File: src/rtl/cu_pkg.sv
// Shared encodings for the cu_seq control unit: states, opcodes, ALU modes
// and datapath mux selects.
package cu_pkg;

  typedef enum logic [7:0] {
    S_FETCH0 = 8'd0,
    S_FETCH1 = 8'd1,
    S_FETCH2 = 8'd2,
    S_DECODE = 8'd3,
    S_EXEC   = 8'd4,
    S_OPER0  = 8'd5,
    S_OPER1  = 8'd6,
    S_MEM0   = 8'd7,
    S_MEM1   = 8'd8,
    S_WB     = 8'd9,
    S_JUMP   = 8'd10,
    S_SKIP   = 8'd11,
    S_HALT   = 8'd12
  } state_t;

  localparam logic [3:0] OP_NOP = 4'h0;
  localparam logic [3:0] OP_LDA = 4'h1;
  localparam logic [3:0] OP_STA = 4'h2;
  localparam logic [3:0] OP_ADD = 4'h3;
  localparam logic [3:0] OP_SUB = 4'h4;
  localparam logic [3:0] OP_AND = 4'h5;
  localparam logic [3:0] OP_OR  = 4'h6;
  localparam logic [3:0] OP_XOR = 4'h7;
  localparam logic [3:0] OP_MOV = 4'h8;
  localparam logic [3:0] OP_MVA = 4'h9;
  localparam logic [3:0] OP_JMP = 4'hA;
  localparam logic [3:0] OP_JZ  = 4'hB;
  localparam logic [3:0] OP_JC  = 4'hC;
  localparam logic [3:0] OP_HLT = 4'hF;

  localparam logic [2:0] MODE_ADD  = 3'd0;
  localparam logic [2:0] MODE_SUB  = 3'd1;
  localparam logic [2:0] MODE_AND  = 3'd2;
  localparam logic [2:0] MODE_OR   = 3'd3;
  localparam logic [2:0] MODE_XOR  = 3'd4;
  localparam logic [2:0] MODE_PASS = 3'd5;

  localparam logic MAR_PC    = 1'b0;
  localparam logic MAR_MBR   = 1'b1;
  localparam logic MBR_RAM   = 1'b0;
  localparam logic MBR_ACC   = 1'b1;
  localparam logic ALU_RF    = 1'b0;
  localparam logic ALU_MBR   = 1'b1;
  localparam logic RF_ACC    = 1'b0;
  localparam logic RF_MBR    = 1'b1;
  localparam logic AOUT_ALU  = 1'b0;
  localparam logic AOUT_OPND = 1'b1;

  function automatic logic [2:0] alu_mode(input logic [3:0] opc);
    case (opc)
      OP_SUB:  alu_mode = MODE_SUB;
      OP_AND:  alu_mode = MODE_AND;
      OP_OR:   alu_mode = MODE_OR;
      OP_XOR:  alu_mode = MODE_XOR;
      default: alu_mode = MODE_ADD;
    endcase
  endfunction

endpackage

File: src/rtl/cu_seq.sv
// Multi-cycle control unit: fetch/decode/operand/execute/write-back sequencing
// with RAM wait states, conditional branches and halt/illegal trapping.
module cu_seq
  import cu_pkg::*;
#(
  parameter int DATA_W = 8,
  parameter int OPC_W  = 4,
  parameter int SEL_W  = 2
) (
  input  logic              cu_clk,
  input  logic              cu_rst,
  input  logic [DATA_W-1:0] cu_in,
  input  logic              zero,
  input  logic              carry,
  input  logic              mem_ready,
  output logic [2:0]        mode,
  output logic [SEL_W-1:0]  select,
  output logic [7:0]        state,
  output logic              MBR_we,
  output logic              IR_we,
  output logic              PC_inc,
  output logic              PC_ld,
  output logic              RF_we,
  output logic              Acc_we,
  output logic              MAR_we,
  output logic              RAM_we,
  output logic              ALU_mux,
  output logic              RF_mux,
  output logic              ALU_out_mux,
  output logic              MAR_mux,
  output logic              MBR_mux,
  output logic              halted,
  output logic              illegal
);

  state_t             r_state;
  logic [OPC_W-1:0]   r_opc;
  logic [SEL_W-1:0]   r_sel;
  logic               r_halted;
  logic               r_illegal;

  logic [3:0] w_op;
  logic       w_jump;
  logic       w_alu;
  logic       w_unused_in;

  assign w_op        = r_opc[3:0];
  assign w_jump      = (w_op == OP_JMP) || (w_op == OP_JZ) || (w_op == OP_JC);
  assign w_alu       = (w_op >= OP_ADD) && (w_op <= OP_XOR);
  assign w_unused_in = ^cu_in;

  always_ff @(posedge cu_clk) begin
    if (cu_rst) begin
      r_state   <= S_FETCH0;
      r_opc     <= '0;
      r_sel     <= '0;
      r_halted  <= 1'b0;
      r_illegal <= 1'b0;
    end else begin
      case (r_state)
        S_FETCH0: r_state <= S_FETCH1;
        S_FETCH1: if (mem_ready) r_state <= S_FETCH2;
        S_FETCH2: begin
          r_opc   <= cu_in[DATA_W-1 -: OPC_W];
          r_sel   <= cu_in[SEL_W-1:0];
          r_state <= S_DECODE;
        end
        S_DECODE: begin
          case (w_op)
            OP_NOP:                          r_state <= S_FETCH0;
            OP_ADD, OP_SUB, OP_AND, OP_OR,
            OP_XOR, OP_MOV, OP_MVA:          r_state <= S_EXEC;
            OP_LDA, OP_STA, OP_JMP:          r_state <= S_OPER0;
            OP_JZ:  r_state <= zero  ? S_OPER0 : S_SKIP;
            OP_JC:  r_state <= carry ? S_OPER0 : S_SKIP;
            OP_HLT: begin
              r_state  <= S_HALT;
              r_halted <= 1'b1;
            end
            default: begin
              r_state   <= S_HALT;
              r_halted  <= 1'b1;
              r_illegal <= 1'b1;
            end
          endcase
        end
        S_OPER0: r_state <= S_OPER1;
        S_OPER1: if (mem_ready) r_state <= w_jump ? S_JUMP : S_MEM0;
        S_MEM0:  r_state <= S_MEM1;
        S_MEM1:  if (mem_ready) r_state <= (w_op == OP_LDA) ? S_WB : S_FETCH0;
        S_HALT:  r_state <= S_HALT;
        default: r_state <= S_FETCH0;
      endcase
    end
  end

  // PC_inc in the wait states follows mem_ready so each byte bumps PC once.
  always_comb begin
    mode        = MODE_ADD;
    MBR_we      = 1'b0;
    IR_we       = 1'b0;
    PC_inc      = 1'b0;
    PC_ld       = 1'b0;
    RF_we       = 1'b0;
    Acc_we      = 1'b0;
    MAR_we      = 1'b0;
    RAM_we      = 1'b0;
    ALU_mux     = ALU_RF;
    RF_mux      = RF_ACC;
    ALU_out_mux = AOUT_ALU;
    MAR_mux     = MAR_PC;
    MBR_mux     = MBR_RAM;
    if (!cu_rst) begin
      case (r_state)
        S_FETCH0, S_OPER0: MAR_we = 1'b1;
        S_FETCH1, S_OPER1: begin
          MBR_we = 1'b1;
          PC_inc = mem_ready;
        end
        S_FETCH2: IR_we = 1'b1;
        S_EXEC: begin
          if (w_alu) begin
            Acc_we = 1'b1;
            mode   = alu_mode(w_op);
          end else if (w_op == OP_MVA) begin
            Acc_we = 1'b1;
            mode   = MODE_PASS;
          end else if (w_op == OP_MOV) begin
            RF_we = 1'b1;
          end
        end
        S_MEM0: begin
          MAR_we  = 1'b1;
          MAR_mux = MAR_MBR;
          if (w_op == OP_STA) begin
            MBR_we  = 1'b1;
            MBR_mux = MBR_ACC;
          end
        end
        S_MEM1: begin
          if (w_op == OP_LDA) MBR_we = 1'b1;
          else                RAM_we = 1'b1;
        end
        S_WB: begin
          Acc_we      = 1'b1;
          ALU_mux     = ALU_MBR;
          ALU_out_mux = AOUT_OPND;
        end
        S_JUMP: PC_ld  = 1'b1;
        S_SKIP: PC_inc = 1'b1;
        default: ;
      endcase
    end
  end

  assign state   = r_state;
  assign select  = r_sel;
  assign halted  = r_halted;
  assign illegal = r_illegal;

endmodule

File: config.mk
export PLATFORM = sky130hd
export DESIGN_NAME = cu_seq
export DESIGN_NICKNAME = d
export VERILOG_FILES = /design/src/rtl/cu_pkg.sv /design/src/rtl/cu_seq.sv
export SDC_FILE = /design/constraint.sdc
export NUM_CORES = 1
export LEC_CHECK = 0
export CORE_ASPECT_RATIO = 1.4
export CORE_MARGIN = 10
export CORE_UTILIZATION = 46
export DETAILED_ROUTE_END_ITERATION = 7
export MAX_ROUTING_LAYER = met4
export PLACE_DENSITY = 0.83
export SETUP_SLACK_MARGIN = 0.4
export SLEW_MARGIN = 15
export SYNTH_ARGS = -nofsm -noshare
export SYNTH_HDL_FRONTEND = slang
export SYNTH_SLANG_ARGS = --single-unit
File: constraint.sdc
create_clock -name cu_clk -period 2.5 [get_ports cu_clk]
set_input_delay 0.25 -clock cu_clk [delete_from_list [all_inputs] [get_ports cu_clk]]
set_output_delay 0.25 -clock cu_clk [all_outputs]
set_load 0.05 [all_outputs]
[After elaboration in Yosys (flattened, before gate mapping)]
Index checks and enable logic that the tools add are counted.
Word-level totals
  bits in registers: 16
  logic and storage cells: 95
  input port bits: 13
  output and inout bits: 28
Cells by class
  multiplexer cells: 44
  bitwise operators: 2
  equal/unequal tests: 28
  reduce and logical (&&, ||, !) cells: 14
  order comparisons: 2
Operators with widths (number)
  $pmux 8 s9: 1
  $eq 8x4->1 const B: 5
  $eq 8x3->1 const B: 4
  $mux 1: 27
  $eq 4x4->1 const B: 6
  $mux 8: 3
  $pmux 4 s5: 1
  $eq 4x3->1 const B: 4
  $eq 8x2->1 const B: 2
  $mux 4: 4
  $reduce_or 14->1: 1
  $reduce_or 13->1: 1
  $mux 3: 4
  $pmux 3 s4: 1
  $eq 4x2->1 const B: 2
  $eq 8x1->1 const B: 1
  $logic_not 8->1: 1
  $reduce_or 7->1: 1
  $ne 2x2->1 const B: 3
  $reduce_or 3->1: 2
  $eq 4x1->1 const B: 1
  $ge 4x2->1 const B: 1
  $le 4x3->1 const B: 1
  $logic_not 4->1: 1
  8 further kinds: 12

[Longest topological paths before layout]
  word-level depth: 6
  depth in mapped cells: 6
  gate-level depth less buffers: 5

[Worst setup path before layout]
No wires, ideal clock.
  path kind: register to output
  start point: register r_state[2], in the netlist state[2]
  end point: output MBR_we
  buffers on the path: 0
  setup slack: -1.450 ns
  arrival: 3.700 ns
  cell stages (with the launch flop): 5
  data required time: 2.250 ns
  path through: dfxtp_1 > nand2_1 > nor3_1 > nor4b_2 > o21bai_1
Between the ends
  longest elaborated chain between the ends: 4
  elaborated cells between the ends (all ways): 7
  those cells by class: eq/ne (4); mux (2); reduce/logical (1)
RTL lines
  start, declared: line cu_seq.sv:36  | state_t r_state;
  start signal, assigned: line cu_seq.sv:74  | OP_JZ: r_state <= zero ? S_OPER0 : S_SKIP;
  start signal, assigned: line cu_seq.sv:75  | OP_JC: r_state <= carry ? S_OPER0 : S_SKIP;
  start signal, assigned: line cu_seq.sv:88  | S_OPER1: if (mem_ready) r_state <= w_jump ? S_JUMP : S_MEM0;
  $eq 8x1->1 or $eq 8x3->1 (tied branches): line cu_seq.sv:114  | case (r_state)
  $reduce_or 2->1: line cu_seq.sv:114
  $pmux 1 s3 *: line cu_seq.sv:114
  $mux 1 *: line cu_seq.sv:113  | if (!cu_rst) begin
  end, declared: line cu_seq.sv:19  | output logic MBR_we,
Every way passes the cells marked *; elsewhere a longest branch is shown, timed or not.

[Final worst setup path]
  start point: register r_state[3], in the netlist state[3]
  end point: output mode[2]
Between the ends
  longest elaborated chain between the ends: 3
RTL lines
  $eq 8x3->1: line cu_seq.sv:114
  $mux 3: line cu_seq.sv:114
  $mux 3: line cu_seq.sv:113
  end, declared: line cu_seq.sv:16  | output logic [2:0] mode,
Every way passes these cells.

==> impl_summary.log <==
[metrics] global-route usage over all layers: 0.134
[metrics] number of distinct library cells after synthesis: 37
[metrics] count of antenna diodes in the layout: 0
[metrics] number of global-route vias before repair: roughly 1,100
[metrics] status: finished, final reports clean
[metrics] Die Height: roughly 76 um
[metrics] final hold viol count: 0
[metrics] number of standard-cell rows in the floorplan: 20
[metrics] Setup violations, final: 0
[metrics] Post-DRT Antenna Nets: 0
[metrics] Leakage Power: 0.623 nW
[metrics] EDFF count, synth: 0
[metrics] Avg Synthesized Cell Area: just under 7 um2
[metrics] endpoint kind of the worst setup timing path: output port
[metrics] slew of the pin with the lowest slew margin: 507 ps
[metrics] top flip-flop cell by instance count after synthesis: dfxtp_1
[metrics] number of pins with negative max-slew slack in the final report: 0
[metrics] root buf cell: clkbuf_4
[metrics] Chip Width: approximately 60 um
[metrics] Hold Buf Count CTS: 0
[metrics] PortBufs: 33
[metrics] CTS Sinks: 12
[metrics] I/O pin count: a little over 40
[metrics] maximum fanout along the worst path: 18
[metrics] maximum vdd drop: roughly 360 uV
[metrics] Vias/cell: roughly 5.7
[metrics] Die ar.: roughly 0.0046 mm2
[metrics] TritonCTS Buffers: 3
[metrics] first-pass GRT wire length: around 5100 um
[metrics] Initial DRC Count: 44
[metrics] pin count of the biggest net entering global routing: 19
[metrics] number of antenna violations at the first check in global routing: 0
[metrics] H-tree lvl count: 1
[metrics] worst min-delay path category: flip-flop to flip-flop
[metrics] clock tree skew after final layout: approximately 12 ps
[metrics] Core Area: between 0.002 and 0.0025 mm2
[metrics] largest incremental delay on the critical path: 410 ps
[metrics] FMAX: 499 MHz
[metrics] power density relative to cell area: about 460 mW/mm2
[metrics] required time at the endpoint of the critical path: 2250 ps
[metrics] YS warnings: 0
[metrics] sequential area share after synthesis: 0.232
[metrics] Routed WL: 3110 um
[metrics] type of the worst setup path: flip-flop to output port
[metrics] Async S/R FF share, synth: 0
[metrics] clock slew at the register clock pins of the worst setup and hold paths: roughly 90 ps
[metrics] slowest stage cell, crit path: dfxtp_4
[metrics] detailed-placement wirelength estimate: between 2000 and 2500 um
[metrics] max capacitance violation total: 0
[metrics] final RePlAce weighted congestion: 0.847
[metrics] CTS tree: done
[metrics] clock latency reported for the late side of the worst-skew pair: between 200 and 300 ps
[metrics] slack of the worst reg-to-reg path: around 870 ps
[metrics] setup repair after global routing missed its margin: no
[metrics] share of the clock period used by the worst path after layout: 0.801
[metrics] DRC violation count after routing: 0
[metrics] critical path launch point type: flip-flop
[metrics] nets: roughly 190
[metrics] total chip power: around 0.73 mW
[metrics] Post-Synthesis Cells: around 150
[metrics] fraction of final layout cells with drive strength greater than 1: 0.271
[metrics] P&R area growth vs syn: 54.7%
[metrics] first-pass detailed-route iteration total: 4
[metrics] Post-Route Setup TNS: 0 ps
[metrics] register bit count reported by yosys: 12
[metrics] crit-path cells: or2_2 > nor2_2 > nand2_4 > nor3b_4 > buf_12
[metrics] Routed WL per cell: 15.6 um
[metrics] initial core utilization: 0.480
[metrics] total standard cell area after synthesis: between 0.001 and 0.0015 mm2
[metrics] clock period minus worst slack: approximately 2000 ps
[metrics] maximum buffer depth of the clock tree: 2
[metrics] arrival time reported for the critical path endpoint: around 1800 ps
[metrics] Slew HR: 0.661
[metrics] residual overflow from global routing: 0
[metrics] detailed-route via count: 1,131
==> cells by family (layout without fill, tap and decap cells) <==
group | after synthesis | after routing | share of synthesized area
DFF | 12 | 12 | 0.232
AOI/OAI and AO/OA | 36 | 36 | 0.236
muxes | 5 | 5 | 0.0484
and+or+nand+nor | 73 | 73 | 0.357
xor gates and xnor gates | 1 | 1 | 0.00848
other | 1 | 5 | 0.00363
buffers and inverters | 21 | 45 | 0.114
==> area by class of cell <==
cell class / count / area (um2)
Multi-Input combinational cell: 120 / 783
Fill cell: 173 / 553
Sequential cell: 12 / 258
Inverter: 3 / 11.3
Clock buffer: 3 / 22.5
Timing Repair Buffer: 38 / 493
Tap cell: 22 / 27.5
Clock inverter: 1 / 3.75
==> where the power goes <==
group	switching, mW	total, mW	internal [mW]
logic	0.211	0.353	0.143
registers	0.0476	0.258	0.210
clock network	0.0657	0.123	0.0577
total	0.324	0.734	0.410
==> layer usage <==
| layer | wire length, um | up-vias | track usage | part of all wire |
|---|---|---|---|---|
| met3 | 228 | 2 | 0.0467 | 0.073 |
| met4 | 12 | 0 | 0.0338 | 0.0039 |
| li1 | - | 561 | - | - |
| met5 | 0 | - | - | 0 |
| met1 | 1130 | 532 | 0.126 | 0.36 |
| met2 | 1740 | 36 | 0.243 | 0.56 |
==> worst max-delay path: cells and delay by family (launching register included) <==
family | cells | cell delay, ps
and+or+nand+nor | 4 | 890
DFF | 1 | 410
buffers and inverters | 1 | 170
==> cell usage after synthesis (all sizes together) (2+ instances only) <==
cell,instances,area share
nand3,3,0.015
nand2,16,0.058
nor3b,3,0.027
o21ai,4,0.019
inv,3,0.011
mux2i,5,0.048
o211ai,2,0.015
o21bai,3,0.022
nor4b,2,0.038
nand2b,3,0.018
nor2,27,0.098
o31ai,2,0.015
buf,14,0.088
nor2b,8,0.048
dfxtp,12,0.23
clkbuf,4,0.015
a21oi,13,0.063
a221oi,2,0.017
nor3,9,0.044
==> cells in the final DEF (no fill, tap or decap), types with 5 or more instances in the layout <==
cell             count
conb_1               5
nor2_1              26
dfxtp_1              6
a21oi_1             13
nand2_1             14
nor2b_1              6
nor3_1               6
buf_4                7
buf_12              13
mux2i_1              5
clkdlybuf4s50_1     18
==> through the flow <==
step,util,hold slack [ps],setup slack (ps),cell area (um2),instances
after floorplan,-,356,89.7,1100,153
after global placement,0.698,454,509,1500,194
after detailed placement,0.698,467,474,1500,194
after CTS,0.713,491,343,1540,198
after global routing,0.743,522,392,1600,199
final,0.743,480,498,1600,199
==> registers in the layout, indices dropped and copies added (netlist names) <==
signal,count
halted,1
illegal,1
r_opc,4
select,2
state,4
==> path summary, 6_finish.rpt <==
check                              start  cells after the start       end
worst min-delay path             illegal                      2   illegal
worst max register to register  state[3]                      5  state[1]
worst max-delay path            state[3]                      5   mode[2]
worst min register to register   illegal                      2   illegal
==> what timing repair did <==
| item | CTS | global route |
|---|---|---|
| pin swaps | 0 | 2 |
| endpoints found under the setup margin | 5 | 7 |
| buffers inserted | 0 | 1 |
| resized for setup | 2 | 14 |
Power figures use the tool's default switching activity.
